<file path="config.mk">
export PLATFORM = sky130hd
export DESIGN_NAME = addsum_rdout_flat
export DESIGN_NICKNAME = d
export VERILOG_FILES = /design/src/rtl/addsum_rdout_if.sv /design/src/rtl/addsum_rdout.sv /design/src/flat_wrapper.sv
export SDC_FILE = /design/constraint.sdc
export NUM_CORES = 1
export LEC_CHECK = 0
export CORE_UTILIZATION = 30
export DETAILED_ROUTE_END_ITERATION = 12
export HOLD_SLACK_MARGIN = 0.08
export SYNTH_ARGS = -nofsm -noshare
export SYNTH_HDL_FRONTEND = slang
export SYNTH_SLANG_ARGS = --single-unit
</file>
<file path="constraint.sdc">
create_clock -name I_clk -period 5.5 [get_ports I_clk]
set_input_delay 1.1 -clock I_clk [delete_from_list [all_inputs] [get_ports I_clk]]
set_output_delay 1.1 -clock I_clk [all_outputs]
set_load 0.01 [all_outputs]
</file>
<file path="src/rtl/addsum_rdout_if.sv">
// addsum_rdout_if: valid/ready word stream from the sum-RAM read-out engine
// toward the output buffer / AXI write path.
//   tdata  : C_DSIZE-bit stream word
//   tvalid : word valid
//   tlast  : final word of the transfer
//   tready : downstream ready
// master drives tdata/tvalid/tlast and samples tready; slave is the mirror.
interface addsum_rdout_if #(
  parameter int C_DSIZE = 32
);
  logic [C_DSIZE-1:0] tdata;
  logic               tvalid;
  logic               tlast;
  logic               tready;

  modport master (output tdata, output tvalid, output tlast, input tready);
  modport slave  (input tdata, input tvalid, input tlast, output tready);
endinterface

</file>
<file path="src/rtl/addsum_rdout.sv">
// addsum_rdout: walks sum-RAM addresses 0..I_len-1, absorbs the RAM read
// latency and delivers each word once, in address order, on a valid/ready
// stream. Reads are issued only while the in-flight reads plus buffered
// words fit in the internal FIFO, so back-pressure never drops a word.
// Ports:
//   I_clk, I_rst_n : clock, asynchronous active-low reset
//   I_start, I_len : start pulse and word count (sampled when idle)
//   O_busy, O_done : transfer in progress / one-cycle completion pulse
//   O_rd, O_raddr  : sum-RAM read strobe and address
//   I_rdata        : sum-RAM read data, C_RD_LAT cycles after O_rd
//   m_axis         : output stream (tdata/tvalid/tlast out, tready in)
module addsum_rdout #(
  parameter int C_DSIZE   = 32,
  parameter int C_ASIZE   = 10,
  parameter int C_LENSIZE = 9,
  parameter int C_RD_LAT  = 2,
  parameter int C_FDEPTH  = 4
) (
  input  logic                 I_clk,
  input  logic                 I_rst_n,
  input  logic                 I_start,
  input  logic [C_LENSIZE-1:0] I_len,
  output logic                 O_busy,
  output logic                 O_done,
  output logic                 O_rd,
  output logic [C_ASIZE-1:0]   O_raddr,
  input  logic [C_DSIZE-1:0]   I_rdata,
  addsum_rdout_if.master       m_axis
);

  localparam int PW = (C_FDEPTH > 1) ? $clog2(C_FDEPTH) : 1;
  localparam int CW = $clog2(C_FDEPTH + 1);
  localparam int OW = $clog2(C_FDEPTH + C_RD_LAT + 2);

  typedef enum logic [1:0] {S_IDLE, S_READ, S_DRAIN, S_DONE} state_t;

  state_t               state_q, state_d;
  logic [C_LENSIZE-1:0] rd_left_q;
  logic                 zlen_q;
  logic [C_ASIZE-1:0]   addr_q, hold_q;
  logic [C_RD_LAT-1:0]  vld_q, lst_q;
  logic [C_DSIZE:0]     mem [C_FDEPTH];
  logic [PW-1:0]        wptr_q, rptr_q;
  logic [CW-1:0]        cnt_q;
  logic [C_DSIZE-1:0]   tdata_q;
  logic                 tvalid_q, tlast_q;

  logic                 start_acc, credit_ok, cap, cap_last;
  logic                 out_free, fifo_empty, push, pop, beat_last;
  logic [OW-1:0]        occ;

  assign start_acc  = (state_q == S_IDLE) && I_start;
  assign cap        = vld_q[C_RD_LAT-1];
  assign cap_last   = lst_q[C_RD_LAT-1];
  assign out_free   = !tvalid_q || m_axis.tready;
  assign fifo_empty = (cnt_q == '0);
  assign pop        = out_free && !fifo_empty;
  // A captured word bypasses the FIFO only when the output register is free
  // and nothing older is waiting.
  assign push       = cap && !(out_free && fifo_empty);
  assign beat_last  = tvalid_q && m_axis.tready && tlast_q;

  assign m_axis.tdata  = tdata_q;
  assign m_axis.tvalid = tvalid_q;
  assign m_axis.tlast  = tlast_q;

  // Words committed to this block: in flight in the RAM plus buffered
  // (FIFO entries and the output register).
  always_comb begin
    occ = OW'(cnt_q) + OW'(tvalid_q);
    for (int unsigned i = 0; i < C_RD_LAT; i++) begin
      occ = occ + OW'(vld_q[i]);
    end
    credit_ok = (occ < OW'(C_FDEPTH));
  end

  function automatic logic [PW-1:0] ptr_inc(input logic [PW-1:0] p);
    return (p == PW'(C_FDEPTH - 1)) ? '0 : p + 1'b1;
  endfunction

  // State register
  always_ff @(posedge I_clk or negedge I_rst_n) begin
    if (!I_rst_n) state_q <= S_IDLE;
    else          state_q <= state_d;
  end

  // Next-state logic
  always_comb begin
    state_d = state_q;
    unique case (state_q)
      S_IDLE:  if (I_start) state_d = (I_len == '0) ? S_DONE : S_READ;
      S_READ:  if (O_rd && (rd_left_q == C_LENSIZE'(1))) state_d = S_DRAIN;
      S_DRAIN: if (beat_last) state_d = S_DONE;
      // A zero-length transfer spends one extra cycle here so its O_done
      // lands one cycle after O_busy rises.
      S_DONE:  state_d = zlen_q ? S_DONE : S_IDLE;
      default: state_d = S_IDLE;
    endcase
  end

  // Outputs
  always_comb begin
    O_busy  = (state_q != S_IDLE);
    O_done  = (state_q == S_DONE) && !zlen_q;
    O_rd    = (state_q == S_READ) && credit_ok && (rd_left_q != '0);
    O_raddr = O_rd ? addr_q : hold_q;
  end

  // Read issue, read-latency tracking and output register
  always_ff @(posedge I_clk or negedge I_rst_n) begin
    if (!I_rst_n) begin
      rd_left_q <= '0;
      zlen_q    <= 1'b0;
      addr_q    <= '0;
      hold_q    <= '0;
      vld_q     <= '0;
      lst_q     <= '0;
      wptr_q    <= '0;
      rptr_q    <= '0;
      cnt_q     <= '0;
      tdata_q   <= '0;
      tvalid_q  <= 1'b0;
      tlast_q   <= 1'b0;
    end else begin
      if (start_acc) begin
        rd_left_q <= I_len;
        addr_q    <= '0;
        zlen_q    <= (I_len == '0);
      end else begin
        if (O_rd) begin
          rd_left_q <= rd_left_q - 1'b1;
          addr_q    <= addr_q + 1'b1;
          hold_q    <= addr_q;
        end
        if (state_q == S_DONE) zlen_q <= 1'b0;
      end

      vld_q[0] <= O_rd;
      lst_q[0] <= O_rd && (rd_left_q == C_LENSIZE'(1));
      for (int unsigned i = 1; i < C_RD_LAT; i++) begin
        vld_q[i] <= vld_q[i-1];
        lst_q[i] <= lst_q[i-1];
      end

      if (out_free) begin
        if (!fifo_empty) begin
          {tlast_q, tdata_q} <= mem[rptr_q];
          tvalid_q           <= 1'b1;
        end else if (cap) begin
          {tlast_q, tdata_q} <= {cap_last, I_rdata};
          tvalid_q           <= 1'b1;
        end else begin
          tvalid_q <= 1'b0;
        end
      end

      if (push) wptr_q <= ptr_inc(wptr_q);
      if (pop)  rptr_q <= ptr_inc(rptr_q);
      unique case ({push, pop})
        2'b10:   cnt_q <= cnt_q + 1'b1;
        2'b01:   cnt_q <= cnt_q - 1'b1;
        default: cnt_q <= cnt_q;
      endcase
    end
  end

  // FIFO storage needs no reset; occupancy is tracked by cnt_q.
  always_ff @(posedge I_clk) begin
    if (push) mem[wptr_q] <= {cap_last, I_rdata};
  end

endmodule

</file>
<file path="src/flat_wrapper.sv">
// flat-port wrapper written by rule: the top's interface ports become plain ports
module addsum_rdout_flat 
#(
  parameter int C_DSIZE   = 32,
  parameter int C_ASIZE   = 10,
  parameter int C_LENSIZE = 9,
  parameter int C_RD_LAT  = 2,
  parameter int C_FDEPTH  = 4
)
  (I_clk, I_rst_n, I_start, I_len, O_busy, O_done, O_rd, O_raddr, I_rdata, m_axis_tdata, m_axis_tvalid, m_axis_tlast, m_axis_tready);
  addsum_rdout_if #(.C_DSIZE(C_DSIZE)) m_axis_i ();
  input  logic I_clk;
  input  logic I_rst_n;
  input  logic I_start;
  input  logic [C_LENSIZE-1:0] I_len;
  output logic O_busy;
  output logic O_done;
  output logic O_rd;
  output logic [C_ASIZE-1:0] O_raddr;
  input  logic [C_DSIZE-1:0] I_rdata;
  output wire logic [$bits(m_axis_i.tdata)-1:0] m_axis_tdata;
  output wire logic [$bits(m_axis_i.tvalid)-1:0] m_axis_tvalid;
  output wire logic [$bits(m_axis_i.tlast)-1:0] m_axis_tlast;
  input wire logic [$bits(m_axis_i.tready)-1:0] m_axis_tready;
  assign m_axis_tdata = m_axis_i.tdata;
  assign m_axis_tvalid = m_axis_i.tvalid;
  assign m_axis_tlast = m_axis_i.tlast;
  assign m_axis_i.tready = m_axis_tready;
  addsum_rdout #(.C_DSIZE(C_DSIZE), .C_ASIZE(C_ASIZE), .C_LENSIZE(C_LENSIZE), .C_RD_LAT(C_RD_LAT), .C_FDEPTH(C_FDEPTH)) u_core (.I_clk(I_clk), .I_rst_n(I_rst_n), .I_start(I_start), .I_len(I_len), .O_busy(O_busy), .O_done(O_done), .O_rd(O_rd), .O_raddr(O_raddr), .I_rdata(I_rdata), .m_axis(m_axis_i));
endmodule
</file>
==> flow_summary.toml <==
[timing]
setup_viol = 0
slew_violations = 0
fin_worst_skew_ns = 0.0112
slew_headroom = 0.335
worst_slew_pin_slew_ns = 0.997
min_period_ns = 4.60
hold_viol_final = 0
rsz0062_at_grt = "false"
finalCritPeriodShare = 0.837
worst_hold_slack_ns = 0.358
tns_ns = 0
timing.fmax_ghz = 0.217

[clock_network]
cts_buffers = 25
cts_tree = "yes"
cts_setup_buffers = 0
clock_sinks = 209
postCtsHoldBufs = 0
post_cts_resized = 0
clk_pin_slew_ns = 0.05
clockBufferDepth = 3
cts_root_buf = "clkbuf_16"
clk_latency_ns = 0.52
ctsHtreeMaxLevel = 1

[floorplan]
die_w_um = 171
die-area_sq_um = 29100
initial_core_util = 0.306
core_area_sq_um = 27900
rows = 61
die_height_um = 171
io_pins = 92

[worst_setup_path]
cp_slowest_cell = "clkdlybuf4s50_1"
cp-start-kind = "flop"
cp_top_family = "buffers and inverters"
path_cells = "fa_1 > ha_1 > a31oi_1 > xor2_1 > buf_4 > nand2_1 > buf_4 > inv_2 > nand2_1 > nand2_1 > clkdlybuf4s50_1"
arrival_ns = 3.50
crit_required_ns = 4.40
cp_max_fo = 18
crit_path_frequent_cell = "nand2_1"
rr_startpoint = "u_core.cnt_q[0]"
worst_path_largest_cell_delay_ns = 0.53
crit_type = "reg -> out"
path_buf_inv = 4
worstSetupStartpoint = "u_core.m_axis.tvalid"
endpoint_kind = "primary output"

[worst_hold_path]
hp-class = "reg -> reg"
holdCritStartpoint = "u_core.lst_q[0]"

[place]
dpl_cell_area_sq_um = 9880
gp_congestion = 0.815
place_hpwl_mm = 10.7
port_buffers = 91

[final_layout]
final_core_util = 0.383
final_cell_mix = "edfxtp_1, clkdlybuf4s50_1, dfrtp_1, nand2_1, nor2_1"
nets = 720
drive_gt1_frac = 0.137
area_delta_synth_final_pct = 25.3
fin_area_sq_um = 10700
antenna_cells = 0
layout_commonest_cell = "edfxtp_1"

[synth]
synth_edf_count = 132
syn_area_per_cell_sq_um = 15.2
ys_types = 41
synth-main-ff-cell = "edfxtp_1"
async_reset_ff_frac = 0.368
ys_seq_area_frac = 0.691
syn_inst = 560
syn_nets = 618
synth_area_sq_um = 8520
ys_ff_latch = 209
yosysWarnings = 0

[routing]
drc = 0
via_count = 4959
routed_wl_mm = 18.2
initialDrtViolationCount = 263
dr.pass1.iters = 4
viasPerCell = 4.68
wire_per_inst_um = 17.2
ant_nets = 0

[pwr]
p_sw_uw = 1820
p_per_area_nw_per_um2 = 536
pwr-share-seq = 0.394
sw_frac_of_total = 0.319
power.total_uw = 5720
p_int_uw = 3900
clkPwrFrac = 0.277
vdd_drop_max_mv = 0.352
p_leak_uw = 0.00389
pwr-share-comb = 0.329

[global_route]
grt_overflow = 0
antenna_found_initial = 0
grt_pass1_vias = 5182
grt_max_degree = 45
grt_pass1_wl_mm = 29.0
grt_usage = 0.130

[flow_run]
cap_violations = 0

[outcome]
status = "complete, no violations"
## flip-flops by register name, summed over array words and instances (netlist names)
name	flops
u_core.addr_q	10
u_core.cnt_q	3
u_core.hold_q	10
u_core.lst_q	2
u_core.m_axis.tdata	32
u_core.m_axis.tlast	1
u_core.m_axis.tvalid	1
u_core.mem	132
u_core.rd_left_q	9
u_core.rptr_q	2
u_core.state_q	2
u_core.vld_q	2
u_core.wptr_q	2
u_core.zlen_q	1
## worst reg2reg max path: cells and delay by family, from the launching register on
kind                       cells  cell delay, ns
and+or+nand+nor                4            0.77
buffers and inverters          3            0.73
adders and majority gates      2            0.58
DFF                            1            0.45
xor gates and xnor gates       2            0.33
## synthesized netlist by cell type, types with 3 or more instances
cell type	number	area [sq um]
dfrtp_1	77	1930
buf_2	10	50.1
o22ai_1	3	18.8
nor2_1	50	188
inv_1	10	37.5
mux2i_1	32	320
nand2_1	61	229
o31ai_1	3	22.5
o21ai_0	6	30.0
o211ai_1	4	30.0
a221o_1	3	30.0
a21oi_1	36	180
and2_1	4	25.0
or3_1	3	18.8
and3_1	6	37.5
clkbuf_1	13	48.8
a31oi_1	3	18.8
xor2_1	9	78.8
ha_1	11	138
nor3_1	6	30.0
nand4_1	4	25.0
nand3_1	12	60.1
nor4_1	5	31.3
edfxtp_1	132	3960
xnor2_1	3	26.3
mux4_2	33	743
## routing by layer
| metal | up-vias | share of wire | GRT usage |
|---|---|---|---|
| li1 | 2315 | - | - |
| met3 | 22 | 0.058 | 0.0282 |
| met1 | 2487 | 0.45 | 0.168 |
| met5 | - | 0 | 0 |
| met2 | 135 | 0.48 | 0.221 |
| met4 | 0 | 0.018 | 0.0306 |
## power groups by stage
stage,Clock (uW),Combinational [uW],Sequential (uW)
after floorplan,0,1180,2270
after global placement,0,1880,2280
after detailed placement,0,1910,2290
after CTS,1640,1920,2260
after global routing,1690,2100,2300
final,1590,1880,2250
## worst paths after layout
check                               endpoint  slack (ns)  depth (start not counted)
max                               O_raddr[3]        0.90                         11
min                          u_core.lst_q[1]        0.36                          0
max reg2reg                  u_core.cnt_q[2]        2.57                         11
min reg2reg                  u_core.lst_q[1]        0.36                          0
max in group asynchronous   u_core.rptr_q[0]        3.91                          2
min in group asynchronous  u_core.state_q[1]        0.55                          1
## cell type report
cell class,instances,area [sq um]
fillers,2627,17200
flip-flops and latches,209,5890
multi-input cells,317,2510
repair buffers,98,961
clock buffers,31,658
well taps,378,473
clock inverters,15,141
inverters,11,41.3
## per-stage QoR
stage	cells	setup WS [ns]
detailed placement	1013	1.42
CTS	1059	0.843
floorplan	560	2.09
global placement	1013	1.50
global route	1059	0.623
finish	1059	0.895
## kinds of logic (layout without fill, tap and decap cells)
family / after synthesis / count (layout) / share of synthesized area
AOI/OAI and AO/OA: 63 / 63 / 0.0448
buffers and inverters: 34 / 155 / 0.0164
xor gates and xnor gates: 12 / 12 / 0.0123
DFF: 209 / 209 / 0.691
adders and majority gates: 13 / 13 / 0.0208
and+or+nand+nor: 162 / 162 / 0.0871
muxes: 67 / 67 / 0.127
Power figures use the tool's default switching activity.
